File: src/rtl/counter_pkg.sv
// Shared counter types: terminal-behaviour mode, direction encodings and step-calc result flags.
// Pure declarations, no logic.
package counter_pkg;

    typedef enum logic {
        MODE_WRAP = 1'b0,
        MODE_SAT  = 1'b1
    } mode_e;

    localparam logic DIR_UP   = 1'b0;
    localparam logic DIR_DOWN = 1'b1;

    // term: the step crosses a bound (drives cout); wrap: pulse wrapped; sat: parked at a bound
    typedef struct packed {
        logic term;
        logic wrap;
        logic sat;
    } step_flags_t;

endpackage

File: src/rtl/mod_counter_if.sv
// Control/status bundle of mod_counter; master drives controls, slave (the counter) returns status.
// Latency: none, wires only; no backpressure.
interface mod_counter_if #(
    parameter int WIDTH = 8
);
    logic             clr;
    logic             ld;
    logic [WIDTH-1:0] ld_val;
    logic             en;
    logic             dir;
    logic [WIDTH-1:0] step;
    logic [WIDTH-1:0] limit;
    logic [WIDTH-1:0] out;
    logic             cout;
    logic             wrapped;
    logic             sat;

    modport master (
        output clr, ld, ld_val, en, dir, step, limit,
        input  out, cout, wrapped, sat
    );

    modport slave (
        input  clr, ld, ld_val, en, dir, step, limit,
        output out, cout, wrapped, sat
    );

endinterface

File: src/rtl/mod_step_calc.sv
// Next-value and bound-crossing arithmetic for one counter step in range 0..limit.
// Latency: purely combinational; no backpressure.
module mod_step_calc
    import counter_pkg::*;
#(
    parameter int    WIDTH = 8,
    parameter mode_e MODE  = MODE_WRAP
) (
    input  logic [WIDTH-1:0] cur,
    input  logic [WIDTH-1:0] step,
    input  logic [WIDTH-1:0] limit,
    input  logic             dir,
    output logic [WIDTH-1:0] nxt,
    output step_flags_t      flags
);

    localparam bit             IS_SAT = (MODE == MODE_SAT);
    localparam logic [WIDTH:0] ONE_X  = (WIDTH + 1)'(1);

    logic [WIDTH:0] cur_x;
    logic [WIDTH:0] step_x;
    logic [WIDTH:0] span_x;
    logic [WIDTH:0] sum_x;
    logic           over_range;

    always_comb begin
        cur_x      = {1'b0, cur};
        step_x     = {1'b0, step};
        span_x     = {1'b0, limit} + ONE_X;
        sum_x      = cur_x + step_x;
        over_range = (cur > limit);
        nxt        = cur;
        flags      = '0;

        if (step != '0) begin
            if (dir == DIR_UP) begin
                // A count left above a lowered limit counts as an overflow but never as a wrap.
                if (over_range) begin
                    flags.term = 1'b1;
                    if (IS_SAT) begin
                        nxt       = limit;
                        flags.sat = 1'b1;
                    end else begin
                        nxt = '0;
                    end
                end else if (sum_x > {1'b0, limit}) begin
                    flags.term = 1'b1;
                    if (IS_SAT) begin
                        nxt       = limit;
                        flags.sat = 1'b1;
                    end else begin
                        nxt        = WIDTH'(sum_x - span_x);
                        flags.wrap = 1'b1;
                    end
                end else begin
                    nxt = sum_x[WIDTH-1:0];
                end
            end else begin
                if (over_range) begin
                    nxt = limit;
                end else if (cur >= step) begin
                    nxt = WIDTH'(cur - step);
                end else begin
                    flags.term = 1'b1;
                    if (IS_SAT) begin
                        nxt       = '0;
                        flags.sat = 1'b1;
                    end else begin
                        nxt        = WIDTH'(cur_x + span_x - step_x);
                        flags.wrap = 1'b1;
                    end
                end
            end
        end
    end

endmodule

File: src/rtl/mod_counter.sv
// Programmable modulo/saturating up/down counter; priority rst > clr > ld > en > hold.
// Latency: out/wrapped/sat registered one cycle, cout combinational; no backpressure (en gates each step).
module mod_counter
    import counter_pkg::*;
#(
    parameter int    WIDTH = 8,
    parameter mode_e MODE  = MODE_WRAP
) (
    input  logic          clk,
    input  logic          rst,
    mod_counter_if.slave  bus
);

    logic [WIDTH-1:0] out_d;
    logic [WIDTH-1:0] out_q;
    logic             wrapped_d;
    logic             wrapped_q;
    logic             sat_d;
    logic             sat_q;
    logic [WIDTH-1:0] calc_nxt;
    step_flags_t      calc_flags;
    logic             step_vld;

    mod_step_calc #(
        .WIDTH (WIDTH),
        .MODE  (MODE)
    ) u_step_calc (
        .cur   (out_q),
        .step  (bus.step),
        .limit (bus.limit),
        .dir   (bus.dir),
        .nxt   (calc_nxt),
        .flags (calc_flags)
    );

    // A zero-magnitude step is a hold: no movement, no wrap, no carry.
    assign step_vld = bus.en & (bus.step != '0);

    always_comb begin
        out_d     = out_q;
        wrapped_d = 1'b0;
        sat_d     = sat_q;
        if (bus.clr) begin
            out_d = '0;
            sat_d = 1'b0;
        end else if (bus.ld) begin
            out_d = (bus.ld_val > bus.limit) ? bus.limit : bus.ld_val;
            sat_d = 1'b0;
        end else if (step_vld) begin
            out_d     = calc_nxt;
            wrapped_d = calc_flags.wrap;
            sat_d     = calc_flags.sat;
        end
    end

    always_ff @(posedge clk) begin
        if (!rst) begin
            out_q     <= '0;
            wrapped_q <= 1'b0;
            sat_q     <= 1'b0;
        end else begin
            out_q     <= out_d;
            wrapped_q <= wrapped_d;
            sat_q     <= sat_d;
        end
    end

    assign bus.out     = out_q;
    assign bus.wrapped = wrapped_q;
    assign bus.sat     = sat_q;
    assign bus.cout    = rst & ~bus.clr & ~bus.ld & step_vld & calc_flags.term;

endmodule

File: src/flat_wrapper.sv
// flat-port wrapper written by rule: the top's interface ports become plain ports
module mod_counter_flat import counter_pkg::*;
#(
    parameter int    WIDTH = 8,
    parameter mode_e MODE  = MODE_WRAP
)
  (clk, rst, bus_clr, bus_ld, bus_ld_val, bus_en, bus_dir, bus_step, bus_limit, bus_out, bus_cout, bus_wrapped, bus_sat);
  mod_counter_if #(.WIDTH(WIDTH)) bus_i ();
  input  logic clk;
  input  logic rst;
  input wire logic [$bits(bus_i.clr)-1:0] bus_clr;
  input wire logic [$bits(bus_i.ld)-1:0] bus_ld;
  input wire logic [$bits(bus_i.ld_val)-1:0] bus_ld_val;
  input wire logic [$bits(bus_i.en)-1:0] bus_en;
  input wire logic [$bits(bus_i.dir)-1:0] bus_dir;
  input wire logic [$bits(bus_i.step)-1:0] bus_step;
  input wire logic [$bits(bus_i.limit)-1:0] bus_limit;
  output wire logic [$bits(bus_i.out)-1:0] bus_out;
  output wire logic [$bits(bus_i.cout)-1:0] bus_cout;
  output wire logic [$bits(bus_i.wrapped)-1:0] bus_wrapped;
  output wire logic [$bits(bus_i.sat)-1:0] bus_sat;
  assign bus_i.clr = bus_clr;
  assign bus_i.ld = bus_ld;
  assign bus_i.ld_val = bus_ld_val;
  assign bus_i.en = bus_en;
  assign bus_i.dir = bus_dir;
  assign bus_i.step = bus_step;
  assign bus_i.limit = bus_limit;
  assign bus_out = bus_i.out;
  assign bus_cout = bus_i.cout;
  assign bus_wrapped = bus_i.wrapped;
  assign bus_sat = bus_i.sat;
  mod_counter #(.WIDTH(WIDTH), .MODE(MODE)) u_core (.clk(clk), .rst(rst), .bus(bus_i));
endmodule
File: config.mk
export PLATFORM = sky130hd
export DESIGN_NAME = mod_counter_flat
export DESIGN_NICKNAME = d
export VERILOG_FILES = /design/src/rtl/counter_pkg.sv /design/src/rtl/mod_counter_if.sv /design/src/rtl/mod_step_calc.sv /design/src/rtl/mod_counter.sv /design/src/flat_wrapper.sv
export SDC_FILE = /design/constraint.sdc
export NUM_CORES = 1
export LEC_CHECK = 0
export CAP_MARGIN = 20
export CELL_PAD_IN_SITES_DETAIL_PLACEMENT = 0
export CELL_PAD_IN_SITES_GLOBAL_PLACEMENT = 2
export CORE_ASPECT_RATIO = 0.9
export CORE_MARGIN = 10
export CORE_UTILIZATION = 37
export DETAILED_ROUTE_END_ITERATION = 10
export PLACE_DENSITY_LB_ADDON = 0.25
export SLEW_MARGIN = 20
export SYNTH_ARGS = -nofsm -noshare
export SYNTH_HDL_FRONTEND = slang
export SYNTH_HIERARCHICAL = 1
export SYNTH_SLANG_ARGS = --single-unit
File: constraint.sdc
create_clock -name clk -period 17.4 [get_ports clk]
set_input_delay 5.22 -clock clk [delete_from_list [all_inputs] [get_ports clk]]
set_output_delay 5.22 -clock clk [all_outputs]
set_load 0.03 [all_outputs]
Word-level counts from Yosys, hierarchy flattened
Index checks and enable logic that the tools add are counted.
{ "op_classes": {"muxes": 16, "addsub": 6, "n_reduce_logical": 6, "order_cmp": 4, "bitwise": 10} }
{ "op_table": {"columns": ["cell", "n"], "rows": [
  ["8-bit 2-to-1 mux", 9],
  ["8-bit subtractor", 3],
  ["8-bit greater-than comparator", 2],
  ["2-bit 2-to-1 mux", 5],
  ["8-bit by 8-bit adder with 9-bit output", 1],
  ["9-bit by 8-bit greater-than comparator with 1-bit output", 1],
  ["8-bit by 1-bit adder with 8-bit output, second input constant", 1],
  ["8-bit adder", 1],
  ["8-bit >= comparator", 1],
  ["8-bit nonzero test", 1],
  ["1-bit bitwise AND", 5],
  ["1-bit inverter", 5],
  ["5-bit OR reduction", 1],
  ["2-bit nonzero test", 2],
  ["1-bit 2-to-1 mux", 2],
  ["2-bit AND reduction", 1],
  ["2-bit OR reduction", 1]
]} }
{ "word_totals": {"word_cells": 44, "ff_bits": 9, "in_bits": 30, "output_inout_bits": 11} }

Longest topological paths before layout
{ "depth": {"depth_word": 9, "ltp_mapped": 19, "depth_no_buf": 18} }

Cells and area by module
The synthesis kept the hierarchy.
{ "by_module_without_submodules": {"columns": ["mod", "cells_per_inst", "area_each_um2", "seq_area_each_um2", "instances"], "rows": [
  ["mod_step_calc", 328, 2398.6, 0.0, 1],
  ["mod_counter", 80, 860.8, 200.2, 1]
]} }

Worst setup path before layout
OpenSTA, ideal clock, no wires.
{ "synth_timing": {"path_type": "input -> output", "startpoint": "input bus_step[1]", "endpoint": "output bus_cout", "required_time_ns": 12.180, "arrival_ns": 8.029, "path_stages": 14, "n_path_buf": 0, "setup_slack_ns": 4.151, "cell_sequence": "inv_1 -> ha_1 -> nand2b_1 -> a21oi_1 -> o21bai_1 -> a21oi_1 -> nor2_1 -> xnor2_1 -> ha_1 -> or4_4 -> a2111oi_4 -> o32a_2 -> a221oi_1 -> and3_1"} }
{ "synth_lines": {"columns": ["element", "line", "text"], "rows": [
  ["start: declaration", "flat_wrapper.sv:16", "input wire logic [$bits(bus_i.step)-1:0] bus_step;"],
  ["end: declaration", "flat_wrapper.sv:19", "output wire logic [$bits(bus_i.cout)-1:0] bus_cout;"]
]} }

==> results.yml <==
status:
  status: "complete, no violations"
power_and_ir_drop:
  leakagePower_uw: 0.00162
  ir_drop_mv: 0.0440
  finalPower_uw: 245
  p_per_area_mw_per_mm2: 64.9
min_path:
  hold_end: "u_core/bus.sat$_SDFFE_PP0N_"
  holdPathStages: 2
  hold_class: "reg -> reg"
  hold_start: "u_core/bus.sat$_SDFFE_PP0N_"
layout:
  layout_common_cells: "ha_1, inv_1, clkdlybuf4s50_1, nor2_1, a21oi_1"
  final_net_count: 536
  drive_above_1_share: 0.0797
  layout_commonest_cell: "ha_1"
  fillers: 929
  area_delta_synth_final_pct: 16.1
  fin_area_mm2: 0.00378
  diodes: 0
cts:
  cts-buffers-inserted: 3
  cts_setup_buffers: 0
  cts_buffer_depth: 2
  htreeDepth: 1
  cts_num_sinks: 10
  cts_tree: "yes"
  root_buffer: "clkbuf_8"
  clk_latency_ps: 230
  post_cts_resized: 0
  holdBufCountCts: 0
  clk_pin_slew_ps: 50
detailed_routing:
  vias_per_cell: 5.72
  wl_mm: 10.9
  wl_per_cell_um: 19.5
  vias: 3193
  firstDrtPassIters: 5
  drt_iter0_drc: 195
  drc: 0
  drtAntennaViolNets: 0
worst_setup_path:
  worst_ep_arrival_time_ps: 9580
  reg2regPathDepth: 16
  reg2reg_to: "u_core/bus.out[5]$_SDFFE_PP0P_"
  cpPeakStageDelay_ps: 620
  cp.required_ps: 12180
  setup.worst_path.class: "in -> out"
  crit_path_start_kind: "input port"
  cp_max_fo: 6
  critPathSlowestCell: "clkdlybuf4s50_1"
  crit_chain: "clkdlybuf4s50_1, inv_1, ha_1, nand2b_1, a21oi_1, o21bai_1, a21oi_1, nor2_1, xnor2_1, ha_1, or4_4, a2111oi_4, o32a_2, a221oi_1, and3_1, clkdlybuf4s50_1"
  r2r_slack_ps: 12800
  worstReg2RegStart: "u_core/bus.out[1]$_SDFFE_PP0P_"
  critPathCaptureType: "output pin"
synthesis:
  synth_top_flop_cell: "dfxtp_1"
  synthArstFlopShare: 0
  syn_avg_cell_area_um2: 7.99
  synth_seq_area_share: 0.0614
  syn_inst: 408
  synth_edf_count: 0
  yosysWarningCount: 6
  ys_types: 61
  synthesis.area_mm2: 0.00326
  ys_seq_elements: 10
  syn_nets: 504
global_route:
  first_global_vias: 3241
  grt.total_usage: 0.169
  grt_overflow_total: 0
  grt_max_degree: 21
  antenna_found_initial: 0
  grt_pass1_wl_mm: 17.8
sta:
  fin_setup_tns_ps: 0
  max_freq_ghz: 0.0676
  post-route-period-util: 0.850
  setup_violations: 0
  worst_pin_slew_ps: 888
  skew_ps: 1.38
  maxSlewHeadroom: 0.408
  post-route-min-period_ps: 14800
  final_hold_viol_count: 0
  rsz0062_at_grt: "no"
  maxSlewViolCount: 0
job:
  cap_violations: 0
floorplan:
  coreArea_mm2: 0.00857
  die-area_mm2: 0.0130
  rows: 32
  die_w_um: 119
  start_util: 0.380
  fp.dieH_um: 109
  io-pin-count: 41
placed_design:
  gp_congestion: 0.879
  detailed_place.area_mm2: 0.00373
  post-dp-hpwl_mm: 9.10
  io_buffers: 40
==> kinds of logic after synthesis <==
kind of cell,after synthesis,share of synthesized area
AOI/OAI and AO/OA,124,0.304
xor gates and xnor gates,25,0.0672
adders and majority gates,66,0.276
buffers and inverters,65,0.0868
DFF,10,0.0614
muxes,6,0.0188
other,1,0.00115
and+or+nand+nor,111,0.184
==> routing by layer <==
layer | GRT usage | share of wire | up-vias
met5 | 0 | 0 | -
met4 | 0.0209 | 0.0056 | 0
met3 | 0.0233 | 0.048 | 6
met2 | 0.286 | 0.46 | 78
met1 | 0.230 | 0.48 | 1539
li1 | - | - | 1570
==> cell usage after synthesis, types with 3 or more instances <==
master	instances	share of area
dfxtp_1	10	0.061
o21ai_0	22	0.034
o211a_1	3	0.0092
nor2b_1	7	0.013
nor3_1	3	0.0046
nor4b_1	9	0.024
fa_1	10	0.061
o21a_1	5	0.012
o221ai_2	8	0.037
nand4_1	4	0.0077
nand2_1	19	0.022
nor4_1	5	0.0096
clkbuf_1	4	0.0046
a21o_1	8	0.018
buf_6	4	0.014
a211o_1	3	0.0081
a311oi_2	8	0.037
mux2i_1	5	0.015
nor2_1	30	0.035
xor2_1	4	0.011
a31oi_1	8	0.015
and3_1	5	0.0096
o211ai_1	5	0.012
o221ai_1	3	0.0081
nand2b_1	4	0.0077
nand3_1	11	0.017
inv_1	50	0.058
o21bai_1	4	0.0092
buf_2	3	0.0046
ha_1	56	0.21
xnor2_1	21	0.056
a211oi_1	4	0.0092
or4_4	3	0.010
a21oi_1	27	0.041
==> worst max-delay path, delay by kind of cell <==
kind	cells	cell delay, ps
AO/OA/AOI/OAI	6	1400
buffers and inverters	3	1330
AND/OR/NAND/NOR	4	950
adder cells (fa/ha/maj)	2	520
XOR/XNOR	1	150
==> sequential cells by signal, indices dropped and copies added (netlist names) <==
register            cells
u_core/bus.sat          1
u_core/bus.wrapped      1
u_core/bus.out          8
==> where the power goes <==
part | leakage [µW] | switching, µW | internal [µW]
sequential | 0.0000819 | 5.04 | 24.5
combinational | 0.00151 | 106 | 80.6
clock | 0.0000288 | 9.09 | 19.9
==> stage by stage <==
stage	hold WS, ps	setup slack (ps)	util	instances
3_5_place_dp	528	2620	0.435	554
4_1_cts	537	2610	0.442	558
5_1_grt	568	2350	0.442	558
3_3_place_gp	541	2690	0.435	554
2_1_floorplan	655	4150	-	408
6_report	534	2600	0.442	558
==> layout make-up <==
cell class	count	area [µm²]	area share
Inverter	50	188	0.0496
Tap cell	119	149	0.0394
Timing Repair Buffer	42	415	0.110
Multi-Input combinational cell	333	2780	0.734
Clock buffer	4	55.1	0.0146
Sequential cell	10	200	0.0529
==> worst max path at each step <==
stage / cells after the start / end / slack (ps) / from
final: 16 / bus_cout / 2600 / bus_step[1]
after global routing: 16 / bus_cout / 2350 / bus_step[1]
after CTS: 16 / bus_cout / 2610 / bus_step[1]
after detailed placement: 16 / bus_cout / 2620 / bus_step[1]
after global placement: 16 / bus_cout / 2690 / bus_step[1]
after floorplan: 14 / bus_cout / 4150 / bus_step[1]
No activity file was read; power rests on OpenSTA's default activity.
